--- src/rtl/ibert_pkg.sv ---
// Shared types and per-polynomial constants for the PRBS checker and its LFSR.
// No logic; no latency or backpressure of its own.
package ibert_pkg;

  typedef enum logic [2:0] {
    IDLE,
    SEED,
    VERIFY,
    LOCKED,
    DONE
  } state_t;

  typedef enum logic [1:0] {
    PRBS7  = 2'd0,
    PRBS9  = 2'd1,
    PRBS15 = 2'd2,
    PRBS23 = 2'd3
  } poly_t;

  localparam int LFSR_W     = 23;
  localparam int BLOCK_SIZE = 64;

  // Indexed by poly_t: register length and the second feedback tap.
  localparam logic [4:0] POLY_LEN [4] = '{5'd7, 5'd9, 5'd15, 5'd23};
  localparam logic [4:0] POLY_TAP [4] = '{5'd6, 5'd5, 5'd14, 5'd18};

  function automatic logic [31:0] sat_inc(input logic [31:0] v);
    return (v == 32'hFFFF_FFFF) ? v : v + 32'd1;
  endfunction

endpackage

--- src/rtl/prbs_lfsr.sv ---
// Poly-selectable 23-bit Fibonacci LFSR; load shifts in an external bit, shift free-runs.
// pred_bit is combinational from the register; no backpressure, caller qualifies load/shift.
module prbs_lfsr
  import ibert_pkg::*;
(
  input  logic  clock,
  input  logic  reset,
  input  poly_t poly,
  input  logic  load,
  input  logic  shift,
  input  logic  load_bit,
  output logic  pred_bit
);

  logic [LFSR_W-1:0] lfsr;

  // lfsr[0] holds the newest bit, so lfsr[k-1] is the bit k steps back.
  assign pred_bit = lfsr[POLY_LEN[poly] - 5'd1] ^ lfsr[POLY_TAP[poly] - 5'd1];

  always_ff @(posedge clock or posedge reset) begin
    if (reset) begin
      lfsr <= '0;
    end else if (load) begin
      lfsr <= {lfsr[LFSR_W-2:0], load_bit};
    end else if (shift) begin
      lfsr <= {lfsr[LFSR_W-2:0], pred_bit};
    end
  end

endmodule

--- config.mk ---
export PLATFORM = sky130hd
export DESIGN_NAME = prbs_lfsr
export DESIGN_NICKNAME = d
export VERILOG_FILES = /design/src/rtl/ibert_pkg.sv /design/src/rtl/prbs_lfsr.sv
export SDC_FILE = /design/constraint.sdc
export NUM_CORES = 1
export LEC_CHECK = 0
export CAP_MARGIN = 20
export CORE_AREA = 2 2 49 51
export CTS_BUF_LIST = sky130_fd_sc_hd__clkbuf_4 sky130_fd_sc_hd__clkbuf_8 sky130_fd_sc_hd__clkbuf_16
export DETAILED_ROUTE_END_ITERATION = 8
export DIE_AREA = 0 0 51 53
export GPL_ROUTABILITY_DRIVEN = 0
export PLACE_DENSITY = 0.72
export SLEW_MARGIN = 5
export SYNTH_ARGS = -nofsm -noshare
export SYNTH_HDL_FRONTEND = slang
export SYNTH_SLANG_ARGS = --single-unit
--- constraint.sdc ---
create_clock -name clock -period 3 [get_ports clock]
set_clock_uncertainty 0.05 [all_clocks]
set_input_delay 0.6 -clock clock [delete_from_list [all_inputs] [get_ports clock]]
set_output_delay 0.6 -clock clock [all_outputs]
set_load 0.02 [all_outputs]
* Word level (Yosys, flattened, before mapping) *
Index checks and enable logic that the tools add are counted.

operators by class
  $add $sub $neg = 2
  order comparisons = 3
  multiplexer cells = 12
  bitwise operators = 2
  reductions and logical operators = 1

operators by type and width
  operator               count
  $mux W23               2
  $bmux W5 S2            2
  $mux W5                4
  $lt A5 B6 Y1 const B   2
  $bmux W1 S5            2
  $sub A5 B1 Y5 const B  2
  $ge A3 B3 Y1 const B   1
  $not A2 Y3             1
  $mux W1                2
  $reduce_bool A2 Y1     1
  $xor A1 B1 Y1          1

storage, ports and cells
  bits in registers = 23
  output and inout bits = 1
  word-level logic and storage cells = 21

* Longest topological paths before layout *
Gate-level depths: netlist (run 1).

  depth in word-level cells = 10
  gate-level depth with buffers = 8

* Least setup slack after synthesis (run 1) *
OpenSTA, ideal clock, no wires.

  path kind = input -> output
  from = input poly[1]
  to = output pred_bit
  data arrival time = 2167 ps
  required time = 2350 ps
  slack = 183 ps
  stages = 7
  path through = inv_1 -> ha_1 -> buf_6 -> mux4_2 -> and3b_1 -> a211oi_2 -> xor2_1

between the ends
  word-level cells in the longest chain between the ends = 8
  elaborated cells on any way between the ends = 14

RTL lines
  item                                        line             source
  start, declared                             prbs_lfsr.sv:8   input poly_t poly,
  $not A2 Y3 (implied by the code) *          prbs_lfsr.sv:18  assign pred_bit = lfsr[POLY_LEN[poly] - 5'd1] ^ lfsr[POLY_TAP[poly] - 5'd1];
  $bmux W5 S2                                 prbs_lfsr.sv:18
  $mux W5 (implied by the code) (2 in a row)  prbs_lfsr.sv:18
  $sub A5 B1 Y5                               prbs_lfsr.sv:18
  $bmux W1 S5                                 prbs_lfsr.sv:18
  $mux W1 (implied by the code)               prbs_lfsr.sv:18
  $xor A1 B1 Y1 *                             prbs_lfsr.sv:18
  end, declared                               prbs_lfsr.sv:12  output logic pred_bit

Mark *: on every way between the ends. The rest lies on a longest branch, timed or not. The select of a mux whose other input is x is not followed.

* Worst setup path in the final report (run 1) *
Same ends and word-level chain as after synthesis.

==> metrics.txt, run 1 <==
status=complete, no violations; part of the Yosys area used for sequential elements=51.05%; area of the mapped netlist=0.001127 mm^2; dominant cells by area after synthesis=dfrtp_1 51%, mux2_2 23%, mux4_1 4.7%, ha_1 4.4%, mux4_2 2.0%; largest net degree at the start of global routing=24; Register Area=575.6 um^2; H-Tree Depth=1; first-pass GRT wire length=3132 um; Design Power=1000 uW; first-pass detailed-route iteration total=2; PnR worst setup slack=0.1515 ns; GRT overflow=0; Slew Limit Headroom=43.17%; Cell variety after synth=22; PortBufs=7; max-slew violation count=0; initial antenna violation count=0; crit-path max FO=3; peak supply drop=0.0004901 V; CTS Hold Buffers Added=0; critical path required time=2.35 ns; asr flop ratio synth=100.0%; Die Footprint=0.002703 mm^2; clk sinks=23; Top Registers=lfsr: 23 flops; Setup WS pre-CTS=-0.7208 ns; fin crit share=94.95%; via density per instance=5.463; # IOs=8; synth warn=0; final setup fails=0; crit path DAT=2.20 ns; vias in the first global route=651; CP Capture Type=output pin; Std-Cell Rows=17; worst-margin pin slew=0.8515 ns; total DRC errors in the routed layout=0; Synth area leader=dfrtp_1; Final Cell Area=0.001314 mm^2; area delta synth->final=16.54%; HPWL Detailed=1326 um; Util after Layout=61.15%; share of layout cells above drive strength 1=47.31%; cell area after placement=0.001266 mm^2; Avg Synthesized Cell Area=14.45 um^2; postcts setup bufs=0; antenna cells=0; clock root cell=clkbuf_4; initial drt markers=4; RSZ-0062 raised after global routing=false; Final Hold Vio Count=0; initial core utilization=52.48%; Die Wd=51 um; Net count, final=105; EDFF count, synth=0; Leakage=0.0005750 uW; crit path launch type=input port; DR vias=661; Yosys reg bits=23; top cell type's share of synthesized area=51.05%; Synth top cells by count=23 x dfrtp_1, 23 x mux2_2, 4 x ha_1; multi-input logic area=551.8 um^2; die height=53 um; CTS buffer count=3; number of max-cap violations=0; CTS tree=yes; min-delay worst type=reg -> reg; R2R Setup Slk=1.23 ns; Fill cells=175; Synthesized Nets=89; Routed WL=1799 um; Longest Clk Path Bufs=2; Peak Freq=351.1 MHz; Most flops, register=lfsr; clk_lat worst skew=0.30 ns; hold_ws=0.4630 ns; max FFs per register=23; Final min period=2.849 ns; post-route ant nets=0; drt wl/cell=14.87 um; Crit Path Class=in -> out; gr usage total=16.85%; Post-synth top flop=dfrtp_1; Reg clk slew, reported paths=0.11 ns; CORE AREA=0.002148 mm^2; Post-Syn Instances=78; Power Density=761.2 mW/mm^2
-- cell usage in the layout, fill, tap and decap left out, drive strengths merged, types with 2 or more instances in the layout --
master,instances
nor3b,2
a221oi,2
inv,3
nor2,3
ha,4
mux2i,2
mux2,23
clkdlybuf4s50,4
dfrtp,23
clkbuf,6
buf,8
mux4,3
-- path summary, 6_finish.rpt --
kind,end,start,cells after the start
hold / removal,lfsr[22],lfsr[22],1
min in group asynchronous,lfsr[9],reset,2
hold reg to reg,lfsr[22],lfsr[22],1
max in group asynchronous,lfsr[1],reset,2
setup reg to reg,lfsr[0],lfsr[8],5
setup / recovery,pred_bit,poly[1],8
-- routing by layer --
layer / GRT usage, % / wire (um) / part of all wire (%) / vias to the layer above
li1: - / - / - / 317
met1: 23.22 / 892 / 50 / 331
met2: 24.89 / 824 / 46 / 9
met3: 3.390 / 42 / 2.3 / 4
met4: 9.459 / 40 / 2.2 / 0
met5: 0 / 0 / 0 / -
-- final cells by class --
cell class                 count  share of cell area [%]
tap                           28                   2.667
clock buffer                   4                   2.286
sequential                    23                   43.81
multi-input combinational     49                   42.00
inverter                       3                  0.8571
timing repair buffer          14                   8.381
-- per-stage QoR --
stage / TNS (ns) / cells
6_report: 0 / 121
5_1_grt: 0 / 121
4_1_cts: 0 / 121
3_5_place_dp: -0.7208 / 117
3_3_place_gp: -0.6919 / 117
2_1_floorplan: 0 / 78
-- report_power, final --
part,internal (uW),total [uW],switching [uW]
logic,203,316,113
registers,446,538,92.1
clock network,60.9,146,85.3
-- what timing repair did --
| action | in CTS | in global routing |
|---|---|---|
| setup endpoints to repair | 1 | 1 |
| gates cloned | 0 | 0 |
| resized for setup | 13 | 4 |
| pin swaps | 1 | 2 |
-- critical path: stages --
cell and delay (ns):
clkbuf_2 0.12, inv_2 0.08, ha_4 0.15, mux4_2 0.48, and3b_1 0.20, a211oi_2 0.25, xor2_1 0.16, buf_4 0.15
-- cells by family (layout without fill, tap and decap cells) --
family | after synthesis | after routing | share of synthesized area (%)
AND/OR/NAND/NOR | 10 | 10 | 5.217
flip-flops | 23 | 23 | 51.05
AO/OA/AOI/OAI | 6 | 6 | 4.440
adder cells (fa/ha/maj) | 4 | 4 | 4.440
multiplexers | 28 | 28 | 31.41
XOR/XNOR | 1 | 1 | 0.7771
buffers and inverters | 6 | 21 | 2.664
Power figures use the tool's default switching activity.
==> run 2, diff against run 1 <==
--- a/config.mk
+++ b/config.mk
@@ -12,7 +12,6 @@
 export DIE_AREA = 0 0 51 53
 export GPL_ROUTABILITY_DRIVEN = 0
 export PLACE_DENSITY = 0.72
-export SLEW_MARGIN = 5
 export SYNTH_ARGS = -nofsm -noshare
 export SYNTH_HDL_FRONTEND = slang
 export SYNTH_SLANG_ARGS = --single-unit
==> results of run 2 <==
The final DEF is identical to that of run 1; final timing and power are the same.
==> run 3, diff against run 2 <==
--- a/config.mk
+++ b/config.mk
@@ -6,12 +6,12 @@
 export NUM_CORES = 1
 export LEC_CHECK = 0
 export CAP_MARGIN = 20
-export CORE_AREA = 2 2 49 51
+export CORE_AREA = 2 2 51 53
 export CTS_BUF_LIST = sky130_fd_sc_hd__clkbuf_4 sky130_fd_sc_hd__clkbuf_8 sky130_fd_sc_hd__clkbuf_16
 export DETAILED_ROUTE_END_ITERATION = 8
-export DIE_AREA = 0 0 51 53
+export DIE_AREA = 0 0 53 55
 export GPL_ROUTABILITY_DRIVEN = 0
-export PLACE_DENSITY = 0.72
+export PLACE_DENSITY = 0.7
 export SYNTH_ARGS = -nofsm -noshare
 export SYNTH_HDL_FRONTEND = slang
 export SYNTH_SLANG_ARGS = --single-unit
==> constraint.sdc (replaced) <==
create_clock -name clock -period 2.4 [get_ports clock]
set_clock_uncertainty 0.05 [all_clocks]
set_input_delay 0.48 -clock clock [delete_from_list [all_inputs] [get_ports clock]]
set_output_delay 0.48 -clock clock [all_outputs]
set_load 0.02 [all_outputs]
==> run 3 against run 2 <==
Net effect: the flow now finishes with violations (setup timing); die area up 7.8%; clock power up 22%; combinational power up 84%; core utilization up 1.8 points; first-iteration DRC count unchanged; critical path depth unchanged; clock-buffer cell count unchanged; hold slack worse by 0.012 ns; critical endpoint unchanged; largest cell class is now multi-input gates.
==> metrics.txt, run 3 (synthesized netlist as in run 1, its figures left out) <==
worst-path cell chain=buf_12, inv_12, ha_4, mux4_2, and3b_1, a211oi_2, xor2_2, buf_6 (was clkbuf_2, inv_2, ha_4, mux4_2, and3b_1, a211oi_2, xor2_1, buf_4); worst-margin pin slew=0.2910 ns (was 0.8515 ns); CORE AREA=0.002365 mm^2 (was 0.002148 mm^2); Net count, final=120 (was 105); Final Hold Vio Count=0 (unchanged); Power Density=948.8 mW/mm^2 (was 761.2 mW/mm^2); Peak Freq=387.6 MHz; # IOs=8 (unchanged); R2R Setup Slk=0.61 ns (was 1.23 ns); min-delay worst type=in -> async (was reg -> reg); Util after Layout=62.91% (was 61.15%); Buffers & Inverters on Critical Path=3 (unchanged); max FFs per register=23 (unchanged); number of max-cap violations=0 (unchanged); initial drt markers=4 (unchanged); fin crit share=107.5%; delay-heaviest family, CP=multiplexers (unchanged); Longest Clk Path Bufs=2 (unchanged); total DRC errors in the routed layout=0 (unchanged); slowest stage delay, CP=0.48 ns (about the same); Die Footprint=0.002915 mm^2 (was 0.002703 mm^2); PnR worst setup slack=-0.1803 ns (was 0.1515 ns); via density per instance=5.022 (was 5.463); post-route ant nets=0 (unchanged); clk_lat worst skew=0.29 ns (was 0.30 ns); Top Registers=lfsr: 23 flops (unchanged); Std-Cell Rows=18 (was 17); Final min period=2.580 ns; area delta synth->final=31.96% (was 16.54%); crit-path max FO=3 (unchanged); critical path required time=1.87 ns (was 2.35 ns); crit path launch type=input port (unchanged); CP Capture Type=output pin (unchanged); failing checks=setup timing; max-slew violation count=0 (unchanged); Leakage=0.0006636 uW (was 0.0005750 uW); largest net degree at the start of global routing=24 (unchanged); H-Tree Depth=1 (unchanged); antenna cells=0 (unchanged); RSZ-0062 raised after global routing=true (was false); drt wl/cell=13.38 um (was 14.87 um); die height=55 um (was 53 um); clk sinks=23 (unchanged); commonest non-fill, non-tap cells in the layout=23 x mux2_2, 23 x buf_4, 23 x dfrtp_1 (was 23 x mux2_2, 23 x dfrtp_1, 8 x buf_4); CTS buffer count=3 (unchanged); status=finished, violations left (was complete, no violations); initial core utilization=47.67% (was 52.48%); Routed WL=1847 um (was 1799 um); Die Wd=53 um (was 51 um); crit path DAT=2.05 ns (was 2.20 ns); gr usage total=14.60% (was 16.85%); Reg clk slew, reported paths=0.11 ns (about the same); share of layout cells above drive strength 1=59.26% (was 47.31%); initial antenna violation count=0 (unchanged); GRT overflow=0 (unchanged); PortBufs=7 (unchanged); Most flops, register=lfsr (unchanged); HPWL Detailed=1386 um (was 1326 um); Slew Limit Headroom=80.56% (was 43.17%); final setup fails=1 (was 0); first-pass GRT wire length=3008 um (was 3132 um); slowest cell on the critical path=mux4_2 (unchanged); peak supply drop=0.0006477 V (was 0.0004901 V); first-pass detailed-route iteration total=4 (was 2); Crit Path Class=in -> out (unchanged); setup_tns=-0.1803 ns (was 0 ns); clock root cell=clkbuf_4 (unchanged); DR vias=693 (was 661); vias in the first global route=662 (was 651); CTS tree=yes (unchanged)
-- run 3: changes by cell type in the layout (fill, tap and decap cells not counted), sizes merged --
cell / before / now
buf: 8 / 25
clkbuf: 6 / 4
-- run 3: power breakdown --
group | internal (uW) | switching [uW]
combinational | 382 | 199
clock | 75.9 | 102
sequential | 557 | 95.7
total | 1010 | 397
-- run 3: repair_timing --
item	4_1_cts	5_1_grt
gates cloned	0	0
endpoints found under the setup margin	2	1
resized for setup	21	6
pin swaps	2	3
buffers inserted	2	0
hold buffers	0	0
-- run 3: stage by stage --
stage | setup slack [ns] | cell area (um^2) | power (uW) | hold WS [ns] | std cells
after detailed placement | -1.135 | 1406 | 1221 | 0.4397 | 133
after global routing | -0.2552 | 1488 | 1510 | 0.4753 | 138
after global placement | -1.072 | 1406 | 1197 | 0.4318 | 133
after CTS | -0.2736 | 1484 | 1418 | 0.4540 | 139
after floorplan | -0.1007 | 1160 | 942.9 | 0.4204 | 78
final | -0.1803 | 1488 | 1412 | 0.4514 | 138
-- run 3: metal layers --
layer	vias to the layer above	wire length, um	global-route usage (%)
met4	0	17	6.410
met2	4	920	24.17
met3	2	29	1.613
met1	343	880	19.65
met5	-	0	0
li1	344	-	-
-- run 3: area by class of cell --
class                   count  area [um^2]
well taps                  30        37.54
clock buffers               4        30.03
repair buffers             29        244.0
inverters                   3        23.77
flip-flops and latches     23        575.6
multi-input cells          49        576.8
fillers                   189        877.1
-- run 3: path summary, 6_finish.rpt --
kind                            end  startpoint  depth (start not counted)
min in group clock          lfsr[3]     lfsr[2]                          1
min reg2reg                 lfsr[3]     lfsr[2]                          1
max                        pred_bit     poly[1]                          8
max in group asynchronous   lfsr[4]       reset                          3
max reg2reg                 lfsr[0]     lfsr[8]                          5
min                        lfsr[10]       reset                          3
-- run 3: tightest hold or removal path: stages --
cell and delay, ns:
clkdlybuf4s50_1 0.39, inv_1 0.05, buf_4 0.28
==> edit 1: new RTL, settings of run 3 <==
The package constant `LFSR_W` goes from 23 to 25.
--- a/src/rtl/ibert_pkg.sv
+++ b/src/rtl/ibert_pkg.sv
@@ -17,7 +17,7 @@
     PRBS23 = 2'd3
   } poly_t;
 
-  localparam int LFSR_W     = 23;
+  localparam int LFSR_W     = 25;
   localparam int BLOCK_SIZE = 64;
 
   // Indexed by poly_t: register length and the second feedback tap.
Check against the original RTL: no difference found for any inputs over 10 cycles, from zero or initial values and one cycle with reset high; that may be too few to reach the edited logic, so the function may still have changed.
==> edit 1 against run 3 <==
  * The flow still finishes with violations (setup timing)
  * Fmax grew 0.11%
  * Largest cell class is now registers
  * Setup slack better by 2.8 ps
  * Critical path type unchanged
  * First-iteration DRC count shrank 100%
  * Cell area increased by 2.3%
  * Die area unchanged
  * Routed wire length rose by 10%
  * Critical endpoint unchanged
  * Clock power grew 8%
  * Total power is 4.7% higher
  * Cell count is the same
  * Combinational power is 4.5% lower
  * Sequential share of layout area grew 2.4 points
  * Sequential cell count increased by 2
  * Synthesized area increased by 8.5%
  * Largest power group unchanged
==> edit 1: results (changes against run 3) <==
| Metric | Value |
|---|---|
| Max-slew headroom | `0.793 (was 0.806)` |
| Final setup vio count | `1 (unchanged)` |
| Failing checks | `setup timing (unchanged)` |
| DP Cell Count | `132 (was 133)` |
| Nets | `120 (unchanged)` |
| Worst-case clock buffer depth | `2 (unchanged)` |
| Setup TNS | `-178 ps (was -180 ps)` |
| Ys flop type | `dfrtp_1 (unchanged)` |
| Vias in the first global route | `726 (was 662)` |
| Avg Vias per Cell | `5.25 (was 5.02)` |
| Clock latency on the worst-skew pair | `300 ps` |
| Yosys warns | `0 (unchanged)` |
| Slowest-stage cell, CP | `mux4_2 (unchanged)` |
| Core Util, Final | `0.643 (was 0.629)` |
| GR Util met2 | `0.260 (was 0.242)` |
| 1st-pass router iterations | `1 (was 4)` |
| Reg2Reg Depth | `7 (was 5)` |
| Port bufs | `7 (unchanged)` |
| Worst-path clk slew | `130 ps (was 110 ps)` |
| Synth unique cells | `23 (was 22)` |
| Ranking of synthesized cells by area | `dfrtp_1 (51%), mux2_2 (22%), mux2i_1 (4.9%) (was dfrtp_1 (51%), mux2_2 (23%), mux4_1 (4.7%))` |
| Met1 usage | `0.205 (was 0.196)` |
| Overall Global Routing Usage | `0.158 (was 0.146)` |
| VDD IR-drop max | `0.000571 V (was 0.000648 V)` |
| Met1 Wirelength | `1000 um (was 880 um)` |
| Sequential area share after synthesis | `0.511 (about the same)` |
| Syn_nets | `96 (was 89)` |
| Arrival time at the worst endpoint | `2050 ps (about the same)` |
| Largest net degree at the start of global routing | `26 (was 24)` |
| Share of layout cells above drive strength 1 | `0.537 (was 0.593)` |
| Met3 wire len | `70 um (was 29 um)` |
| Post-DP Area | `0.00146 sq mm (was 0.00141 sq mm)` |
| Type of the most critical hold path | `in -> async (unchanged)` |
| Fillers | `188 (was 189)` |
| Status | `finished, violations left (unchanged)` |
| P_leak | `0.000680 uW (was 0.000664 uW)` |
| Delay-heaviest family, CP | `multiplexers (unchanged)` |
| Post-synth top cells | `dfrtp_1 (25), mux2_2 (24), mux2i_1 (6), ha_1 (4), inv_1 (4) (was dfrtp_1 (23), mux2_2 (23), ha_1 (4), inv_1 (3), nor2_1 (3))` |
| DP HPWL | `1490 um (was 1390 um)` |
| Grt met3 use | `0.0376 (was 0.0161)` |
| Final WS setup | `-178 ps (was -180 ps)` |
| Mapped Area | `0.00122 sq mm (was 0.00113 sq mm)` |
| Biggest regs | `lfsr x25 (was lfsr x23)` |
| Final wirelength | `2030 um (was 1850 um)` |
| Pre-CTS setup slack | `-1130 ps (was -1140 ps)` |
| DR iter-0 viols | `0 (was 4)` |
| Met2 routed WL | `943 um (was 920 um)` |
| First-pass GRT wire length | `3270 um (was 3010 um)` |
| Syn Inst Count | `85 (was 78)` |
[edit 1: cells by family (layout without fill, tap and decap cells)]
| logic type | after synthesis | in the layout | synth area share |
|---|---|---|---|
| and+or+nand+nor | 9 | 9 | 0.0491 |
| AOI/OAI and AO/OA | 5 | 5 | 0.0419 |
| DFF | 25 | 25 | 0.511 |
| xor gates and xnor gates | 1 | 1 | 0.00716 |
| buffers and inverters | 8 | 31 | 0.0307 |
| muxes | 33 | 33 | 0.319 |
| adders and majority gates | 4 | 4 | 0.0409 |
[edit 1: what timing repair did]
action | 4_1_cts | 5_1_grt
gates resized for setup | 17 | 5
hold buffers | 0 | 0
pin swaps | 3 | 4
setup buffers | 3 | 0
setup endpoints to repair | 2 | 2
cloned | 0 | 0
[edit 1: area by class of cell]
type | instances | area share
Sequential cell | 25 | 0.411
Multi-Input combinational cell | 52 | 0.397
Timing Repair Buffer | 23 | 0.129
Tap cell | 30 | 0.0247
Clock buffer | 4 | 0.0197
Inverter | 4 | 0.0181
[edit 1: power by group]
group          internal [uW]  switching, uW
Combinational            364            190
Sequential               611            120
Clock                   76.1            116
Total                   1050            426
[edit 1: final timing paths]
check / startpoint / endpoint / slack [ps]
setup / recovery: poly[0] / pred_bit / -180
hold / removal: reset / lfsr[2]$_DFFE_PP0P_ / 450
setup reg to reg: lfsr[9]$_DFFE_PP0P_ / lfsr[0]$_DFFE_PP0P_ / 220
hold reg to reg: lfsr[3]$_DFFE_PP0P_ / lfsr[4]$_DFFE_PP0P_ / 460
max in group asynchronous: reset / lfsr[22]$_DFFE_PP0P_ / 1620
min in group clock: lfsr[3]$_DFFE_PP0P_ / lfsr[4]$_DFFE_PP0P_ / 460
==> edit 2: new RTL, flow settings as in run 3 <==
Without the edit above. Add an input register stage for `poly`, `load`, `shift` and `load_bit`, without a reset; this delays them by one clock. Comments in the files are not updated.
--- a/src/rtl/prbs_lfsr.sv
+++ b/src/rtl/prbs_lfsr.sv
@@ -12,17 +12,29 @@
   output logic  pred_bit
 );
 
+  poly_t poly_q;
+  logic load_q;
+  logic shift_q;
+  logic load_bit_q;
+
+  always_ff @(posedge clock) begin
+    poly_q     <= poly;
+    load_q     <= load;
+    shift_q    <= shift;
+    load_bit_q <= load_bit;
+  end
+
   logic [LFSR_W-1:0] lfsr;
 
   // lfsr[0] holds the newest bit, so lfsr[k-1] is the bit k steps back.
-  assign pred_bit = lfsr[POLY_LEN[poly] - 5'd1] ^ lfsr[POLY_TAP[poly] - 5'd1];
+  assign pred_bit = lfsr[POLY_LEN[poly_q] - 5'd1] ^ lfsr[POLY_TAP[poly_q] - 5'd1];
 
   always_ff @(posedge clock or posedge reset) begin
     if (reset) begin
       lfsr <= '0;
-    end else if (load) begin
-      lfsr <= {lfsr[LFSR_W-2:0], load_bit};
-    end else if (shift) begin
+    end else if (load_q) begin
+      lfsr <= {lfsr[LFSR_W-2:0], load_bit_q};
+    end else if (shift_q) begin
       lfsr <= {lfsr[LFSR_W-2:0], pred_bit};
     end
   end
Function: changed (Yosys sat finds a counterexample within 10 cycles, from zero or initial values and one cycle with reset high).
==> edit 2 against run 3 <==
  * The flow still finishes with violations (setup timing)
  * Largest cell class is now registers
  * Total power is 19% higher
  * Via count is 11% higher
  * Setup slack worse by 72 ps
  * Sequential power increased by 16%
  * Synthesized area is 8.9% higher
  * Cell area increased by 9.5%
  * Routed wire length grew 18%
  * Sequential cell count rose by 5
  * First-iteration DRC count up 75%
==> edit 2: results (changes against run 3) <==
| Metric | Value |
|---|---|
| Status | `finished, violations left (unchanged)` |
| Failing checks | `setup timing (unchanged)` |
| Reg2Reg Depth | `10 (was 5)` |
| Share of layout cells above drive strength 1 | `0.593 (about the same)` |
| Initial antenna violation count | `0 (unchanged)` |
| DR iter-0 viols | `7 (was 4)` |
| Syn_nets | `94 (was 89)` |
| Mux share of post-synthesis cell area | `0.288 (was 0.314)` |
| Arrival time at the worst endpoint | `2120 ps (was 2050 ps)` |
| First-pass GRT wire length | `3660 um (was 3010 um)` |
| Synth unique cells | `23 (was 22)` |
| Post-synth ARST share | `0.821 (was 1.00)` |
| Final WS setup | `-252 ps (was -180 ps)` |
| Xor and xnor area share after synthesis | `0.00714 (was 0.00777)` |
| Nets | `125 (was 120)` |
| DP HPWL | `1540 um (was 1390 um)` |
| Pre-CTS setup slack | `-529 ps (was -1140 ps)` |
| Synth Area in Adders | `0.0408 (was 0.0444)` |
| Biggest regs | `lfsr x23, poly_q x2 (was lfsr x23)` |
| Setup Buffers After CTS | `2 (unchanged)` |
| VDD IR-drop max | `0.000701 V (was 0.000648 V)` |
| Overall Global Routing Usage | `0.180 (was 0.146)` |
| Worst-path clk slew | `150 ps (was 110 ps)` |
| Syn Inst Count | `83 (was 78)` |
| Register-to-register setup slack | `350 ps (was 610 ps)` |
| Final wirelength | `2180 um (was 1850 um)` |
| Post-synth top cells | `dfrtp_1 (23), mux2_2 (23), dfxtp_1 (5), ha_1 (4) (was dfrtp_1 (23), mux2_2 (23), ha_1 (4), inv_1 (3), nor2_1 (3))` |
| Synth Area in Compound Gates | `0.0408 (was 0.0444)` |
| Vias in the first global route | `760 (was 662)` |
| Internal | `1220 uW (was 1010 uW)` |
| DR vias | `769 (was 693)` |
| Post-CTS resize count | `27 (was 21)` |
| DP Cell Count | `137 (was 133)` |
| Final setup vio count | `1 (unchanged)` |
| Avg Vias per Cell | `5.38 (was 5.02)` |
| Setup TNS | `-252 ps (was -180 ps)` |
| Ranking of synthesized cells by area | `dfrtp_1 (47%), mux2_2 (21%), dfxtp_1 (8.2%) (was dfrtp_1 (51%), mux2_2 (23%), mux4_1 (4.7%))` |
| RR Startpoint | `poly_q[1]$_DFF_P_ (was lfsr[8]$_DFFE_PP0P_)` |
| P_leak | `0.000711 uW (was 0.000664 uW)` |
-- edit 2: changes by cell type after synthesis, sizes merged --
cell / before / now
dfxtp: 0 / 5
-- edit 2: routing by layer --
| layer | vias to the layer above | global-route usage | routed length (um) |
|---|---|---|---|
| li1 | 361 | - | - |
| met1 | 395 | 0.218 | 980 |
| met2 | 11 | 0.323 | 1130 |
| met3 | 2 | 0.0403 | 66 |
| met4 | 0 | 0.0513 | 10 |
| met5 | - | 0 | 0 |
-- edit 2: area by class of cell --
type / instances / area [sq um]
clock inverter: 1 / 30.0
sequential: 28 / 678
fill: 164 / 736
multi-input combinational: 49 / 602
timing repair buffer: 29 / 248
inverter: 3 / 11.3
tap: 30 / 37.5
clock buffer: 3 / 22.5
-- edit 2: power groups by stage --
stage	sequential [uW]	clock [uW]	combinational [uW]
4_1_cts	760	317	618
2_1_floorplan	730	0	313
5_1_grt	783	335	665
3_5_place_dp	762	0	551
6_report	757	310	615
3_3_place_gp	756	0	529
-- edit 2: worst max path at each step --
| stage | start | to | slack (ps) | cells after the start |
|---|---|---|---|---|
| 2_1_floorplan | poly_q[0]$_DFF_P_ | pred_bit | 10 | 6 |
| 3_3_place_gp | poly_q[1]$_DFF_P_ | pred_bit | -440 | 8 |
| 3_5_place_dp | poly_q[1]$_DFF_P_ | pred_bit | -530 | 8 |
| 4_1_cts | poly_q[1]$_DFF_P_ | pred_bit | -260 | 7 |
| 5_1_grt | poly_q[1]$_DFF_P_ | pred_bit | -350 | 7 |
| 6_report | poly_q[1]$_DFF_P_ | pred_bit | -250 | 7 |
-- edit 2: metrics by stage --
step	hold WS, ps	cell area, sq um
floorplan	405	1230
global placement	434	1470
detailed placement	437	1470
CTS	407	1630
global route	414	1630
finish	410	1630
